<file path="config.mk">
export PLATFORM = sky130hd
export DESIGN_NAME = ps2_kbd_rx_flat
export DESIGN_NICKNAME = d
export VERILOG_FILES = /design/src/rtl/ps2_pkg.sv /design/src/rtl/ps2_kbd_rx_if.sv /design/src/rtl/ps2_fifo.sv /design/src/rtl/ps2_kbd_rx.sv /design/src/flat_wrapper.sv
export SDC_FILE = /design/constraint.sdc
export NUM_CORES = 1
export LEC_CHECK = 0
export ABC_AREA = 1
export CAP_MARGIN = 20
export CORE_ASPECT_RATIO = 1.25
export CORE_MARGIN = 1.5
export CORE_UTILIZATION = 65
export DETAILED_ROUTE_END_ITERATION = 8
export PLACE_DENSITY = 0.85
export SYNTH_ARGS = -nofsm -noshare
export SYNTH_HDL_FRONTEND = slang
export SYNTH_SLANG_ARGS = --single-unit
</file>
<file path="constraint.sdc">
create_clock -name clk -period 6.8 [get_ports clk]
set_clock_uncertainty 0.15 [all_clocks]
set_input_delay 1.36 -clock clk [delete_from_list [all_inputs] [get_ports clk]]
set_output_delay 1.36 -clock clk [all_outputs]
set_load 0.01 [all_outputs]
</file>
<file path="src/rtl/ps2_pkg.sv">
// ps2_pkg: shared PS/2 keyboard constants and types.
//   PS2_FRAME_BITS - ps2_clk falling edges per frame (start, 8 data, parity, stop)
//   PS2_BREAK      - key-release prefix code
//   PS2_EXT        - extended-key prefix code
//   scan_code_t    - one received scan code byte
package ps2_pkg;
    localparam int PS2_FRAME_BITS = 11;

    typedef logic [7:0] scan_code_t;

    localparam scan_code_t PS2_BREAK = 8'hF0;
    localparam scan_code_t PS2_EXT   = 8'hE0;
endpackage

</file>
<file path="src/rtl/ps2_kbd_rx_if.sv">
// ps2_kbd_rx_if: valid/ready scan-code stream between the receiver and its consumer.
//   code_valid - at least one code is available
//   code_data  - oldest available code (fall-through)
//   code_ready - consumer takes code_data this cycle
// master = producer (receiver), slave = consumer.
interface ps2_kbd_rx_if;
    logic                 code_valid;
    logic                 code_ready;
    ps2_pkg::scan_code_t  code_data;

    modport master (output code_valid, output code_data, input code_ready);
    modport slave  (input code_valid, input code_data, output code_ready);
endinterface

</file>
<file path="src/rtl/ps2_fifo.sv">
// ps2_fifo: synchronous first-word fall-through FIFO of scan codes.
//   clk, rst_n - clock, async active-low reset
//   push       - write push_data (accepted when not full, or when full and popping)
//   pop        - discard the head entry (ignored when empty)
//   full/empty - occupancy status
//   rd_data    - head entry, valid whenever empty=0
module ps2_fifo
    import ps2_pkg::*;
#(
    parameter int DEPTH = 8
) (
    input  logic       clk,
    input  logic       rst_n,
    input  logic       push,
    input  scan_code_t push_data,
    input  logic       pop,
    output logic       full,
    output logic       empty,
    output scan_code_t rd_data
);
    localparam int AW = $clog2(DEPTH);

    scan_code_t     mem [DEPTH];
    logic [AW-1:0]  wr_ptr, rd_ptr;
    logic [AW:0]    cnt;
    logic           do_wr, do_rd;

    assign full    = (cnt == (AW+1)'(DEPTH));
    assign empty   = (cnt == '0);
    assign rd_data = mem[rd_ptr];
    assign do_rd   = pop && !empty;
    // A full FIFO still takes a write when the head leaves in the same cycle.
    assign do_wr   = push && (!full || do_rd);

    always_ff @(posedge clk or negedge rst_n) begin
        if (!rst_n) begin
            wr_ptr <= '0;
            rd_ptr <= '0;
            cnt    <= '0;
            // Cleared so rd_data is never X, even while empty.
            for (int i = 0; i < DEPTH; i++) mem[i] <= '0;
        end else begin
            if (do_wr) begin
                mem[wr_ptr] <= push_data;
                wr_ptr      <= wr_ptr + 1'b1;  // DEPTH is a power of two: natural wrap
            end
            if (do_rd) rd_ptr <= rd_ptr + 1'b1;
            case ({do_wr, do_rd})
                2'b10:   cnt <= cnt + 1'b1;
                2'b01:   cnt <= cnt - 1'b1;
                default: cnt <= cnt;
            endcase
        end
    end
endmodule

</file>
<file path="src/rtl/ps2_kbd_rx.sv">
// ps2_kbd_rx: PS/2 keyboard frame receiver with scan-code FIFO and sticky error flags.
//   clk, rst_n        - system clock, async active-low reset
//   ps2_clk, ps2_data - raw pad inputs, asynchronous to clk
//   code_if (master)  - code_valid / code_data / code_ready scan-code stream
//   frame_err         - sticky: bad start, stop or parity seen
//   overflow          - sticky: valid frame dropped because the FIFO was full
//   clr_err           - synchronous clear of both sticky flags (a same-cycle event wins)
module ps2_kbd_rx
    import ps2_pkg::*;
#(
    parameter int FIFO_DEPTH  = 8,
    parameter int TIMEOUT_CYC = 10000
) (
    input  logic             clk,
    input  logic             rst_n,
    input  logic             ps2_clk,
    input  logic             ps2_data,
    input  logic             clr_err,
    output logic             frame_err,
    output logic             overflow,
    ps2_kbd_rx_if.master     code_if
);
    localparam int         TW       = $clog2(TIMEOUT_CYC + 1);
    localparam logic [3:0] LAST_BIT = 4'(PS2_FRAME_BITS - 1);

    logic [1:0]    clk_s, dat_s;
    logic          clk_prev;
    logic          fall;
    logic [3:0]    bitcnt;
    logic [9:0]    shreg;     // [0]=start, [8:1]=d0..d7, [9]=parity
    logic [TW-1:0] tcnt;
    logic          frame_end, frame_ok;
    logic          full, empty, pop;
    logic          push, ovf_evt, err_evt;

    // Synchronizers idle high so reset never fabricates a falling edge.
    always_ff @(posedge clk or negedge rst_n) begin
        if (!rst_n) begin
            clk_s    <= 2'b11;
            dat_s    <= 2'b11;
            clk_prev <= 1'b1;
        end else begin
            clk_s    <= {clk_s[0], ps2_clk};
            dat_s    <= {dat_s[0], ps2_data};
            clk_prev <= clk_s[1];
        end
    end

    assign fall = clk_prev && !clk_s[1];

    // Frame end is judged on the stop-bit edge itself: stop comes straight from the
    // synchronizer, so the push lands one clk after the edge pulse.
    assign frame_end = fall && (bitcnt == LAST_BIT);
    assign frame_ok  = !shreg[0] && dat_s[1] && (^shreg[9:1]);
    assign pop       = !empty && code_if.code_ready;
    assign push      = frame_end && frame_ok && (!full || pop);
    assign ovf_evt   = frame_end && frame_ok && full && !pop;
    assign err_evt   = frame_end && !frame_ok;

    always_ff @(posedge clk or negedge rst_n) begin
        if (!rst_n) begin
            bitcnt <= '0;
            shreg  <= '0;
            tcnt   <= '0;
        end else if (fall) begin
            tcnt <= '0;
            if (bitcnt == LAST_BIT) begin
                bitcnt <= '0;
            end else begin
                shreg  <= {dat_s[1], shreg[9:1]};
                bitcnt <= bitcnt + 1'b1;
            end
        end else if (bitcnt != '0) begin
            // Stalled partial frame: silently abandon it.
            if (tcnt == TW'(TIMEOUT_CYC)) begin
                bitcnt <= '0;
                tcnt   <= '0;
            end else begin
                tcnt <= tcnt + 1'b1;
            end
        end else begin
            tcnt <= '0;
        end
    end

    always_ff @(posedge clk or negedge rst_n) begin
        if (!rst_n) begin
            frame_err <= 1'b0;
            overflow  <= 1'b0;
        end else begin
            if (err_evt)      frame_err <= 1'b1;
            else if (clr_err) frame_err <= 1'b0;
            if (ovf_evt)      overflow  <= 1'b1;
            else if (clr_err) overflow  <= 1'b0;
        end
    end

    ps2_fifo #(.DEPTH(FIFO_DEPTH)) u_fifo (
        .clk       (clk),
        .rst_n     (rst_n),
        .push      (push),
        .push_data (shreg[8:1]),
        .pop       (code_if.code_ready),
        .full      (full),
        .empty     (empty),
        .rd_data   (code_if.code_data)
    );

    assign code_if.code_valid = !empty;
endmodule
</file>
<file path="src/flat_wrapper.sv">
// flat-port wrapper written by rule: the top's interface ports become plain ports
module ps2_kbd_rx_flat import ps2_pkg::*;
#(
    parameter int FIFO_DEPTH  = 8,
    parameter int TIMEOUT_CYC = 10000
)
  (clk, rst_n, ps2_clk, ps2_data, clr_err, frame_err, overflow, code_if_code_valid, code_if_code_data, code_if_code_ready);
  ps2_kbd_rx_if code_if_i ();
  input  logic clk;
  input  logic rst_n;
  input  logic ps2_clk;
  input  logic ps2_data;
  input  logic clr_err;
  output logic frame_err;
  output logic overflow;
  output wire logic [$bits(code_if_i.code_valid)-1:0] code_if_code_valid;
  output wire logic [$bits(code_if_i.code_data)-1:0] code_if_code_data;
  input wire logic [$bits(code_if_i.code_ready)-1:0] code_if_code_ready;
  assign code_if_code_valid = code_if_i.code_valid;
  assign code_if_code_data = code_if_i.code_data;
  assign code_if_i.code_ready = code_if_code_ready;
  ps2_kbd_rx #(.FIFO_DEPTH(FIFO_DEPTH), .TIMEOUT_CYC(TIMEOUT_CYC)) u_core (.clk(clk), .rst_n(rst_n), .ps2_clk(ps2_clk), .ps2_data(ps2_data), .clr_err(clr_err), .frame_err(frame_err), .overflow(overflow), .code_if(code_if_i));
endmodule
</file>
Word level (Yosys, flattened, before mapping)
Index checks and enable logic that the tools add are counted.

storage, ports and cells
  bits in registers = 109
  bits of input ports = 6
  output and inout port bits = 11
  logic and storage cells = 82

cells by class
  $add $sub $neg = 6
  magnitude comparators = 3
  eq/ne operators = 5
  muxes and demuxes = 17
  bitwise gates (word level) = 3
  reductions and logical operators = 29

operators with widths
  cell                                                        number
  bitwise mux 64 bit                                          1
  two-way mux 14 bit                                          3
  binary-select mux 8 bit (select 3 bit)                      1
  demux 8 bit (select 3 bit)                                  1
  two-way mux 8 bit                                           3
  two-way mux 4 bit                                           4
  adder 14 x 1 -> 14 bit, second input constant               1
  equality test 14 bit, second input constant                 1
  logical AND 1 bit                                           12
  nonzero test 2 bit                                          5
  parity 9 bit                                                1
  adder 4 x 1 -> 4 bit, second input constant                 2
  equality test 4 bit, second input constant                  2
  >= comparator 4 bit, second input constant                  2
  NOT 3 -> 4 bit                                              2
  one-hot mux 4 bit (2 select lines)                          1
  adder 3 x 1 -> 3 bit, second input constant                 2
  logical NOT 1 bit                                           6
  logical NOT 4 bit                                           1
  less-than comparator 4 x 1 -> 1 bit, second input constant  1
  AND reduction 2 bit                                         2
  nonzero test 4 bit                                          1
  subtractor 4 x 1 -> 4 bit, second input constant            1
  two-way mux 1 bit                                           3
  other kinds (4)                                             4

Depth between registers and ports, before layout
  depth in word-level cells = 8
  gate-level depth with buffers = 19
  depth with buffers taken out = 18

Hierarchy
From an unflattened synthesis, not the netlist that was laid out.

unflattened totals
  cells, all modules = 733
  area, all modules = 5776.8 um^2

modules (own cells, without submodules)
  module      times used  cells each  area an instance (um^2)  sequential area each (um^2)
  ps2_fifo    1           520         4010.1                   1851.8
  ps2_kbd_rx  1           213         1766.7                   882.1

Least setup slack after synthesis
No wires, ideal clock.

  path kind = in2reg
  start point = in code_if_code_ready
  end point = reg u_core.u_fifo.cnt[2]
  setup time = 0.128 ns
  arrival = 2.931 ns
  data required time = 6.522 ns
  path slack = 3.591 ns
  stages on the path = 12
  buffers on the path = 1
  cell sequence = nand2_1 -> nand4_1 -> nand4_2 -> clkbuf_1 -> ha_1 -> nand2_1 -> inv_1 -> nor2_1 -> ha_1 -> a21oi_1 -> xnor2_1 -> o21ai_0

on the way
  word-level cells in the longest chain between the ends = 6
  elaborated cells between the ends (all ways) = 8
  classes of those cells = eq/ne: 2; mux: 1; reduce/logical: 5

ends and longest elaborated chain
  what                                                                      RTL line                          source
  start: declaration                                                        flat_wrapper.sv:18                input wire logic [$bits(code_if_i.code_ready)-1:0] code_if_code_ready;
  logical AND 1 bit (*)                                                     ps2_fifo.sv:31, ps2_kbd_rx.sv:55
  logical OR 1 bit                                                          ps2_fifo.sv:33, ps2_kbd_rx.sv:56
  logical AND 1 bit                                                         ps2_kbd_rx.sv:56                  assign push = frame_end && frame_ok && (!full || pop);
  logical AND 1 bit                                                         ps2_fifo.sv:33                    assign do_wr = push && (!full || do_rd);
  equality test 2 x 1 -> 1 bit or equality test 2 bit (tied branches)       ps2_fifo.sv:48                    case ({do_wr, do_rd})
  one-hot mux 4 bit (2 select lines) or nonzero test 2 bit (tied branches)  -
  end signal: assignment                                                    ps2_fifo.sv:49                    2'b10: cnt <= cnt + 1'b1;
  end signal: assignment                                                    ps2_fifo.sv:50                    2'b01: cnt <= cnt - 1'b1;
  end signal: assignment                                                    ps2_fifo.sv:51                    default: cnt <= cnt;
  end: declaration                                                          ps2_fifo.sv:25                    logic [AW:0] cnt;

Every way passes the cells marked *; elsewhere a longest branch is shown, timed or not.
A chain may end at the register's enable or synchronous reset.

Worst setup path in the final report
  start point = reg u_core.u_fifo.rd_ptr[0]
  end point = out code_if_code_data[7]

on the way
  word-level cells in the longest chain between the ends = 4

ends and longest elaborated chain
  what                                                  RTL line            source
  start: declaration                                    ps2_fifo.sv:24      logic [AW-1:0] wr_ptr, rd_ptr;
  start signal: assignment                              ps2_fifo.sv:47      if (do_rd) rd_ptr <= rd_ptr + 1'b1;
  NOT 3 -> 4 bit (implied by the code)                  ps2_fifo.sv:30      assign rd_data = mem[rd_ptr];
  binary-select mux 8 bit (select 3 bit)                ps2_fifo.sv:30
  two-way mux 8 bit (implied by the code) (2 in a row)  ps2_fifo.sv:30
  end: declaration                                      flat_wrapper.sv:17  output wire logic [$bits(code_if_i.code_data)-1:0] code_if_code_data;

No other way between the ends. The select of a mux whose other input is x is not followed.

==> flow_summary.yaml <==
worst_setup_path:
  slowest_stage: "clkdlybuf4s50_1"
  worstSetupEndpointType: "primary output"
  cp-start-kind: "flip-flop"
  path_delay_family: "buffers and inverters"
  cp_slowest_stage_delay_ps: 580
  arrival_ps: 2470
  startpoint: "u_core.u_fifo.rd_ptr[0]"
  crit_required_ps: 5290
  crit_chain: "buf_4, inv_2, a21oi_1, a221oi_1, a31oi_1, clkdlybuf4s50_1"
  critPathKind: "flip-flop to primary output"
  critPathBufInv: 3
  rr_startpoint: "u_core.shreg[6]"
  cp_max_fo: 42
placed_design:
  placed_cell_area_um2: 5950
  gp_congestion: 0.878
  hpwl_um: 8420
  placed_cells_incl_taps: 824
  io_buffers: 16
  pre_cts_ws_ps: 2660
floorplanning:
  die_y_um: 109
  fp.dieArea_um2: 9520
  rows: 38
  fp.dieW_um: 87.6
  io_pins: 17
  core-area_um2: 8700
  start_util: 0.668
hold_path:
  min_path_type: "flip-flop to flip-flop"
  min_from: "u_core.clk_s[0]"
clock_network:
  cts.htree.levels: 3
  root_buffer: "clkbuf_8"
  cts_setup_buffers: 0
  clkSinkCount: 109
  numCtsBuffers: 9
  clock_latency_ps: 390
  cts.reportedPaths.clkPinSlew_ps: 100
  clk_path_buf_depth: 2
  ctsHoldBuffers: 0
  cts_tree: "built"
  post_cts_resize_count: 0
logic_synthesis:
  yosysTopAreaCell: "dfrtp_1"
  yosysWarnings: 0
  ys_seq_elements: 109
  synthMuxAreaShare: 0.00194
  post_synth_num_cell_types: 33
  syn_nets: 735
  synthAdderAreaFrac: 0.0215
  ys_seq_area_frac: 0.470
  synth_top_family_by_area: "simple AND/OR/NAND/NOR gates"
  synthesis.area_um2: 5810
  synthTopCellsByArea: "dfrtp_1 45%, nand2_1 9.2%, o21bai_1 8.3%, inv_1 7.4%, nand3_1 7.0%"
  synth_xor_area_frac: 0.0151
  syn_area_per_cell_um2: 8.08
  synth_top_cell_area_share: 0.448
  synth_compound_area_frac: 0.177
  syn-instance-count: 719
  synth-simple-area-share: 0.202
grt:
  grt_first_pass_wirelength_um: 21400
  antenna_found_initial: 0
  grt_util_all_layers: 0.292
  grt_pass1_vias: 4528
  gr-total-overflow: 0
  grt_max_degree: 83
sta:
  tightest_slew_ps: 710
  finalHoldViolCount: 0
  fin_tns_setup_ps: 0
  worst_slack_ps: 2820
  finalCriticalPeriod_ps: 3980
  hold_ws_ps: 214
  timing.slew.headroom: 0.527
  setup-violations-final: 0
  rsz0062_at_grt: "false"
  fin_crit_sh: 0.585
  finalMaxSlewViolations: 0
  max_freq_mhz: 251
layout:
  drive_gt1_frac: 0.0485
  nets: 732
  fin_area_um2: 6180
  fin_cells: 841
  insertedDiodeCount: 0
  area_growth_pct: 6.42
  fin_util: 0.711
pwr:
  power_per_cell_area_nw_per_um2: 303
  total_power_mw: 1.88
  peakVddDrop_v: 0.000209
  power_leakage_nw: 2.87
routing:
  dr.pass1.iters: 6
  drc: 0
  via_per_inst: 5.70
  wl_per_cell_um: 15.2
  routed-via-count: 4795
  wirelength_um: 12800
  initialDrtViolationCount: 436
  ant_nets: 0
outcome:
  status: "finished, final reports clean"
flow_run:
  cap_viol_max_count: 0
power by group:
| group | total [mW] | internal (mW) | switching (mW) |
|---|---|---|---|
| sequential | 0.825 | 0.712 | 0.113 |
| clock | 0.417 | 0.193 | 0.224 |
| combinational | 0.633 | 0.238 | 0.396 |
| total | 1.88 | 1.14 | 0.733 |
cell usage in the layout, fill, tap and decap left out, types with 6 or more instances in the layout:
cell type	instances
inv_1	114
a221oi_1	8
nor2_1	31
nand2_1	142
ha_1	10
a31oi_1	9
a21oi_1	35
o21ai_0	45
nor3_1	6
clkdlybuf4s50_1	15
clkbuf_8	11
o21bai_1	64
dfrtp_1	104
nand3_1	81
state kept, by name, indices dropped and copies added, names as in the netlist:
register / flops
u_core.u_fifo.mem: 64
u_core.tcnt: 14
u_core.shreg: 10
u_core.bitcnt: 4
u_core.u_fifo.cnt: 4
u_core.u_fifo.rd_ptr: 3
u_core.u_fifo.wr_ptr: 3
u_core.clk_s: 2
u_core.dat_s: 2
u_core.clk_prev: 1
u_core.frame_err: 1
u_core.overflow: 1
routing by layer:
layer  vias up  GRT usage  part of all wire
met5         -          0                 0
met4         0      0.110             0.027
met3        30     0.0560             0.054
met2       152      0.484              0.50
met1      2295      0.380              0.42
li1       2318          -                 -
path summary, 6_finish.rpt:
path                                         end  slack, ps  cells after the start
max reg2reg                 u_core.u_fifo.cnt[3]       3340                     18
min reg2reg                      u_core.clk_s[1]        210                      0
max in group asynchronous        u_core.clk_prev       4860                      3
min in group asynchronous  u_core.u_fifo.mem[27]        720                      1
min                              u_core.clk_s[1]        210                      0
max                         code_if_code_data[7]       2820                      6
cell families after synthesis:
logic type,Yosys count
adder cells (fa/ha/maj),10
buffers and inverters,153
XOR/XNOR,10
AND/OR/NAND/NOR,272
AO/OA/AOI/OAI,164
multiplexers,1
flip-flops,109
synthesized netlist by cell type:
cell / n
inv_1: 114
clkbuf_1: 19
nand2_1: 142
nand3_2: 1
nor4_1: 1
ha_1: 10
o21bai_1: 64
inv_2: 2
xor2_1: 5
clkinv_1: 2
nand4_2: 1
nor2_2: 1
buf_2: 4
xnor2_1: 5
nand3b_1: 1
o211ai_1: 1
nand2_2: 1
or2_2: 2
o21ai_0: 45
a31oi_1: 9
buf_4: 5
a221oi_1: 8
nor3_1: 6
nand4_1: 4
nor2_1: 31
mux2_2: 1
nand3_1: 81
a22o_1: 1
o31ai_1: 1
dfrtp_1: 104
a21oi_1: 35
buf_6: 7
dfstp_2: 5
cell type report:
cell class,count,area [um2]
clock buffer,12,155
fill,685,2520
tap,120,150
inverter,118,443
timing repair buffer,21,215
multi-input combinational,457,2430
clock inverter,4,55.1
sequential,109,2730
No activity file was read; power rests on OpenSTA's default activity.
